### config.mk
export PLATFORM = sky130hd
export DESIGN_NAME = gol_seed_sequencer
export DESIGN_NICKNAME = d
export VERILOG_FILES = /design/src/rtl/gol_seed_sequencer.sv
export SDC_FILE = /design/constraint.sdc
export NUM_CORES = 1
export LEC_CHECK = 0
export ABC_AREA = 1
export ABC_CLOCK_PERIOD_IN_PS = 1900
export CAP_MARGIN = 10
export CELL_PAD_IN_SITES_DETAIL_PLACEMENT = 2
export CELL_PAD_IN_SITES_GLOBAL_PLACEMENT = 2
export CORE_MARGIN = 5
export CORE_UTILIZATION = 30
export CTS_CLUSTER_DIAMETER = 200
export DETAILED_ROUTE_END_ITERATION = 8
export GPL_TIMING_DRIVEN = 0
export PLACE_DENSITY_LB_ADDON = 0.1
export SLEW_MARGIN = 20
export SYNTH_ARGS = -nofsm -noshare
export SYNTH_HDL_FRONTEND = slang
export SYNTH_SLANG_ARGS = --single-unit
### constraint.sdc
create_clock -name clk -period 1.9 [get_ports clk]
set_input_delay 0.38 -clock clk [delete_from_list [all_inputs] [get_ports clk]]
set_output_delay 0.38 -clock clk [all_outputs]
set_load 0.005 [all_outputs]
### src/rtl/gol_seed_sequencer.sv
// Seed sequencer for a Game-of-Life cell array: shifts in a serial seed, pulses
// the array's load, then issues genCount step pulses spaced STEP_INTERVAL cycles apart.
module gol_seed_sequencer #(
    parameter int ROWS          = 8,
    parameter int COLS          = 8,
    parameter int STEP_INTERVAL = 4
) (
    input  logic                   clk,
    input  logic                   resetN,
    input  logic                   seedBit,
    input  logic                   seedValid,
    output logic                   seedReady,
    input  logic [7:0]             genCount,
    input  logic                   abort,
    output logic [ROWS*COLS-1:0]   initialState,
    output logic                   cellLoad,
    output logic                   cellStep,
    output logic [7:0]             genIndex,
    output logic                   busy,
    output logic                   done
);
    localparam int N  = ROWS * COLS;
    localparam int IW = (N > 1) ? $clog2(N) : 1;
    localparam int CW = (STEP_INTERVAL > 1) ? $clog2(STEP_INTERVAL) : 1;

    typedef enum logic [1:0] {LOAD, PRESET, RUN, DONE} state_t;

    state_t        state, state_nxt;
    logic [IW-1:0] bit_idx;
    logic [CW-1:0] cnt;
    logic [7:0]    target;
    logic          accept, last_bit, step_hit;

    assign accept   = (state == LOAD) && seedValid;
    assign last_bit = (bit_idx == IW'(N - 1));
    assign step_hit = (cnt == CW'(STEP_INTERVAL - 1));

    always_ff @(posedge clk or negedge resetN) begin
        if (!resetN) state <= LOAD;
        else         state <= state_nxt;
    end

    always_comb begin
        state_nxt = state;
        seedReady = 1'b0;
        cellLoad  = 1'b0;
        cellStep  = 1'b0;
        done      = 1'b0;
        busy      = (state != LOAD);
        case (state)
            LOAD: begin
                seedReady = 1'b1;
                if (accept && last_bit) state_nxt = PRESET;
            end
            PRESET: begin
                cellLoad  = 1'b1;
                // genCount is being latched on this same edge, so it equals the target
                state_nxt = (genCount == 8'd0) ? DONE : RUN;
            end
            RUN: begin
                if (abort) begin
                    state_nxt = LOAD;
                end else if (step_hit) begin
                    cellStep = 1'b1;
                    if (8'(genIndex + 8'd1) == target) state_nxt = DONE;
                end
            end
            DONE: begin
                done      = 1'b1;
                state_nxt = LOAD;
            end
            default: state_nxt = LOAD;
        endcase
    end

    always_ff @(posedge clk or negedge resetN) begin
        if (!resetN) begin
            bit_idx      <= '0;
            initialState <= '0;
            genIndex     <= 8'd0;
            target       <= 8'd0;
            cnt          <= '0;
        end else begin
            if (accept) begin
                initialState[bit_idx] <= seedBit;
                bit_idx               <= last_bit ? '0 : bit_idx + IW'(1);
            end
            if (state == PRESET) begin
                target   <= genCount;
                genIndex <= 8'd0;
                cnt      <= '0;
            end
            // an aborted cycle neither steps nor advances the interval
            if (state == RUN && !abort) begin
                if (step_hit) begin
                    cnt      <= '0;
                    genIndex <= genIndex + 8'd1;
                end else begin
                    cnt <= cnt + CW'(1);
                end
            end
        end
    end
endmodule

==> impl_results.md <==
* Run status: completed
* Initial antenna violation count at 0
* CP Class: flip-flop to output port
* RSZ-0062 raised after global routing: true
* Asr flop ratio synth at 1.00
* Maximum vdd drop at between 0.8 and 0.9 mV
* GR Overflow Total at 0
* Post-layout minimum cycle time at 1.84 ns
* Drt first pass iters at 4
* Critical path required time at ~1.5 ns
* Ant. Diodes at 0
* Fin crit share at 0.967
* Final WL at 14.4 mm
* Final setup vio count at 0
* Via density at 5.05
* Post-synthesis net count at 468
* Area post-placement at 5270 um2
* Layout cells sized above 1 at 0.129
* Final instance area at approximately 5700 um2
* Nets at 578
* Dpl hpwl at 10.3 mm
* Layout area overhead at 36.9%
* Yosys top cell by area: dfrtp_1
* Worst hold stages at 1
* Std cell rows at between 40 and 50
* Antenna-violating nets left at 0
* Root buf cell: clkbuf_16
* Area contributors post-synth: dfrtp_1, a21oi_1, a31oi_1
* Sequential share of the synthesized area at 0.545
* Die Span Y at between 100 and 150 um
* Die W at 127 um
* Most common cell in the synthesized netlist: dfrtp_1
* Critical Path, Cell by Cell: buf_4, nand2_1, inv_1, clkdlybuf4s50_1
* R2R Setup Slk at between 0.1 and 0.15 ns
* Synthesized area at 4130 um2
* Fin Clk Skew at 0.00835 ns
* Drc violations at 0
* Largest net degree at the start of global routing at between 50 and 60
* Hold Startpoint: cnt[0]$_DFFE_PN0P_
* Synth top area share at 0.545
* Clock transition at the registers of the reported paths at 0.06 ns
* Total number of yosys warnings at 0
* Worst-Skew Late Latency at 0.34 ns
* Setup TNS at 0 ns
* TritonCTS clock tree: built
* HP Class: flip-flop to flip-flop
* Max_cap viols at 0
* R2r startpoint: genIndex[1]$_DFF_PN0_
* R2R depth at 11
* Critical path endpoint category: output port
* Unique masters post-synth at 31
* Placer Congestion at 0.782
* Crit-path leading delay family: buffers and inverters
* Port bufs at 89
* Total track usage at 0.183
* Cells after synthesis at 452
* Crit path launch type: flip-flop
* Global-route wire length before repair at 23.0 mm
* Slew Viols, Final at 0
* Top FF cell, synth: dfrtp_1
* Flops & latches, synth at 90
* Post-synth EDFFs at 0
* Pwr dens at about 1500 nW/um2
* Crit path DAT at 1.46 ns
* Largest stage delay, worst path at 0.49 ns
* Vias in the first global route at 4207
* Detailed Route Iter0 Violations at approximately 170
* Worst Hold Endpoint: cnt[0]$_DFFE_PN0P_
* Crit path buffers/inverters at 3
* Worst slew margin at 0.675
* DR WL/cell at approximately 19 um
* Core area at between 10000 and 15000 um2
* Clock Tree Buf Depth at 2
* Syn avg cell area at slightly above 9 um2
* DR vias at 3745
* Synth cell count leaders: dfrtp_1, a21oi_1, nand2_1
* CP max FO at 3
* P_leak at between 2 and 3 nW
* DIE AREA at 16200 um2
* CP max-delay cell: clkdlybuf4s50_1
* Initial core utilization at 0.310
* Fmax at around 0.54 GHz
* # IOs at 90
* H-tree levels at 3
* Reg-to-reg critical path endpoint: state[0]$_DFFE_PN0P_
* Num CTS Buffers at 9
* Instance count on the critical path at 4
* Hold Vio Cnt, Final at 0
* Clk sinks at 90
* Slew at the pin closest to its max-slew limit at 0.484 ns
==> cell families after synthesis <==
logic type | Yosys count | synth area share
xor gates and xnor gates | 4 | 0.00848
DFF | 90 | 0.545
buffers and inverters | 68 | 0.0757
and+or+nand+nor | 148 | 0.176
AOI/OAI and AO/OA | 139 | 0.186
adders and majority gates | 3 | 0.00909
==> power breakdown <==
| group | total, mW | leakage, nW | switching [mW] | internal [mW] |
|---|---|---|---|---|
| Sequential | 3.19 | 1.18 | 0.564 | 2.63 |
| Clock | 1.68 | 0.135 | 0.765 | 0.911 |
| Combinational | 3.56 | 1.30 | 1.84 | 1.72 |
==> worst register-to-register path, stage by stage (launching register included) <==
cell and delay [ns]:
dfrtp_1 0.44, ha_2 0.25, nand2_2 0.08, inv_1 0.12
nand2_1 0.10, nand3b_1 0.11, nand3_1 0.09, nor2_1 0.16
nand3_1 0.13, nand2_1 0.09, nand2_1 0.05, nor2_1 0.09
==> metal layers <==
| layer | track usage | wire (um) | vias to the layer above |
|---|---|---|---|
| met2 | 0.324 | 7300 | 87 |
| met4 | 0.0391 | 170 | 0 |
| li1 | - | - | 1752 |
| met3 | 0.0534 | 710 | 11 |
| met1 | 0.219 | 6200 | 1895 |
| met5 | 0 | 0 | - |
==> flip-flops by register name (all words and copies together), names as in the netlist <==
| name | flops |
|---|---|
| initialState | 64 |
| genIndex | 8 |
| target | 8 |
| bit_idx | 6 |
| cnt | 2 |
| state | 2 |
==> cell usage in the layout (no fill, tap or decap), types with 3 or more instances in the layout <==
cell type / instances
xor2_1: 3
nand3_1: 20
buf_2: 6
a21oi_1: 67
clkbuf_16: 9
clkbuf_1: 7
o21ai_0: 15
nor2_1: 43
nand2_1: 59
inv_1: 35
buf_8: 3
clkdlybuf4s50_1: 84
dlygate4sd2_1: 4
buf_4: 10
dfrtp_1: 89
nor2_8: 5
o22ai_1: 4
inv_2: 11
a31oi_1: 50
nor2_2: 5
nor2_4: 4
==> worst max path at each step <==
stage,endpoint,from
2_1_floorplan,state[0]$_DFFE_PN0P_,genIndex[0]$_DFF_PN0_
3_3_place_gp,initialState[49]$_DFFE_PN0P_,resetN
3_5_place_dp,cellStep,abort
4_1_cts,state[0]$_DFFE_PN0P_,genIndex[0]$_DFF_PN0_
5_1_grt,state[0]$_DFFE_PN0P_,genIndex[1]$_DFF_PN0_
6_report,done,state[0]$_DFFE_PN0P_
==> metrics by stage <==
step           total power, mW  std cells   util  setup WS (ns)  hold slack (ns)
6_report                  8.43        741  0.424         0.0632            0.494
5_1_grt                   9.05        741  0.424        -0.0335            0.525
4_1_cts                   8.54        739  0.421        0.00714            0.508
3_5_place_dp              6.71        718  0.395         -0.597            0.306
3_3_place_gp              6.55        717  0.393          -3.12            0.473
2_1_floorplan             4.78        452      -          0.418           0.0844
==> timing repair <==
| action | in CTS | in global routing |
|---|---|---|
| setup endpoints to repair | 3 | 4 |
| resized for setup | 13 | 8 |
| hold endpoints to repair | 34 | 0 |
| setup buffers | 7 | 2 |
| pin swaps | 5 | 1 |
| hold buffers | 1 | 0 |
==> area by class of cell <==
type                    instances  area [um2]
multi-input cells             294        1610
flip-flops and latches         90        2250
repair buffers                100         992
fillers                      1470        7690
inverters                      49         194
plain buffers                  18         120
well taps                     176         220
clock buffers                  10         239
clock inverters                 4        27.5
(Power assumes the default switching activity.)
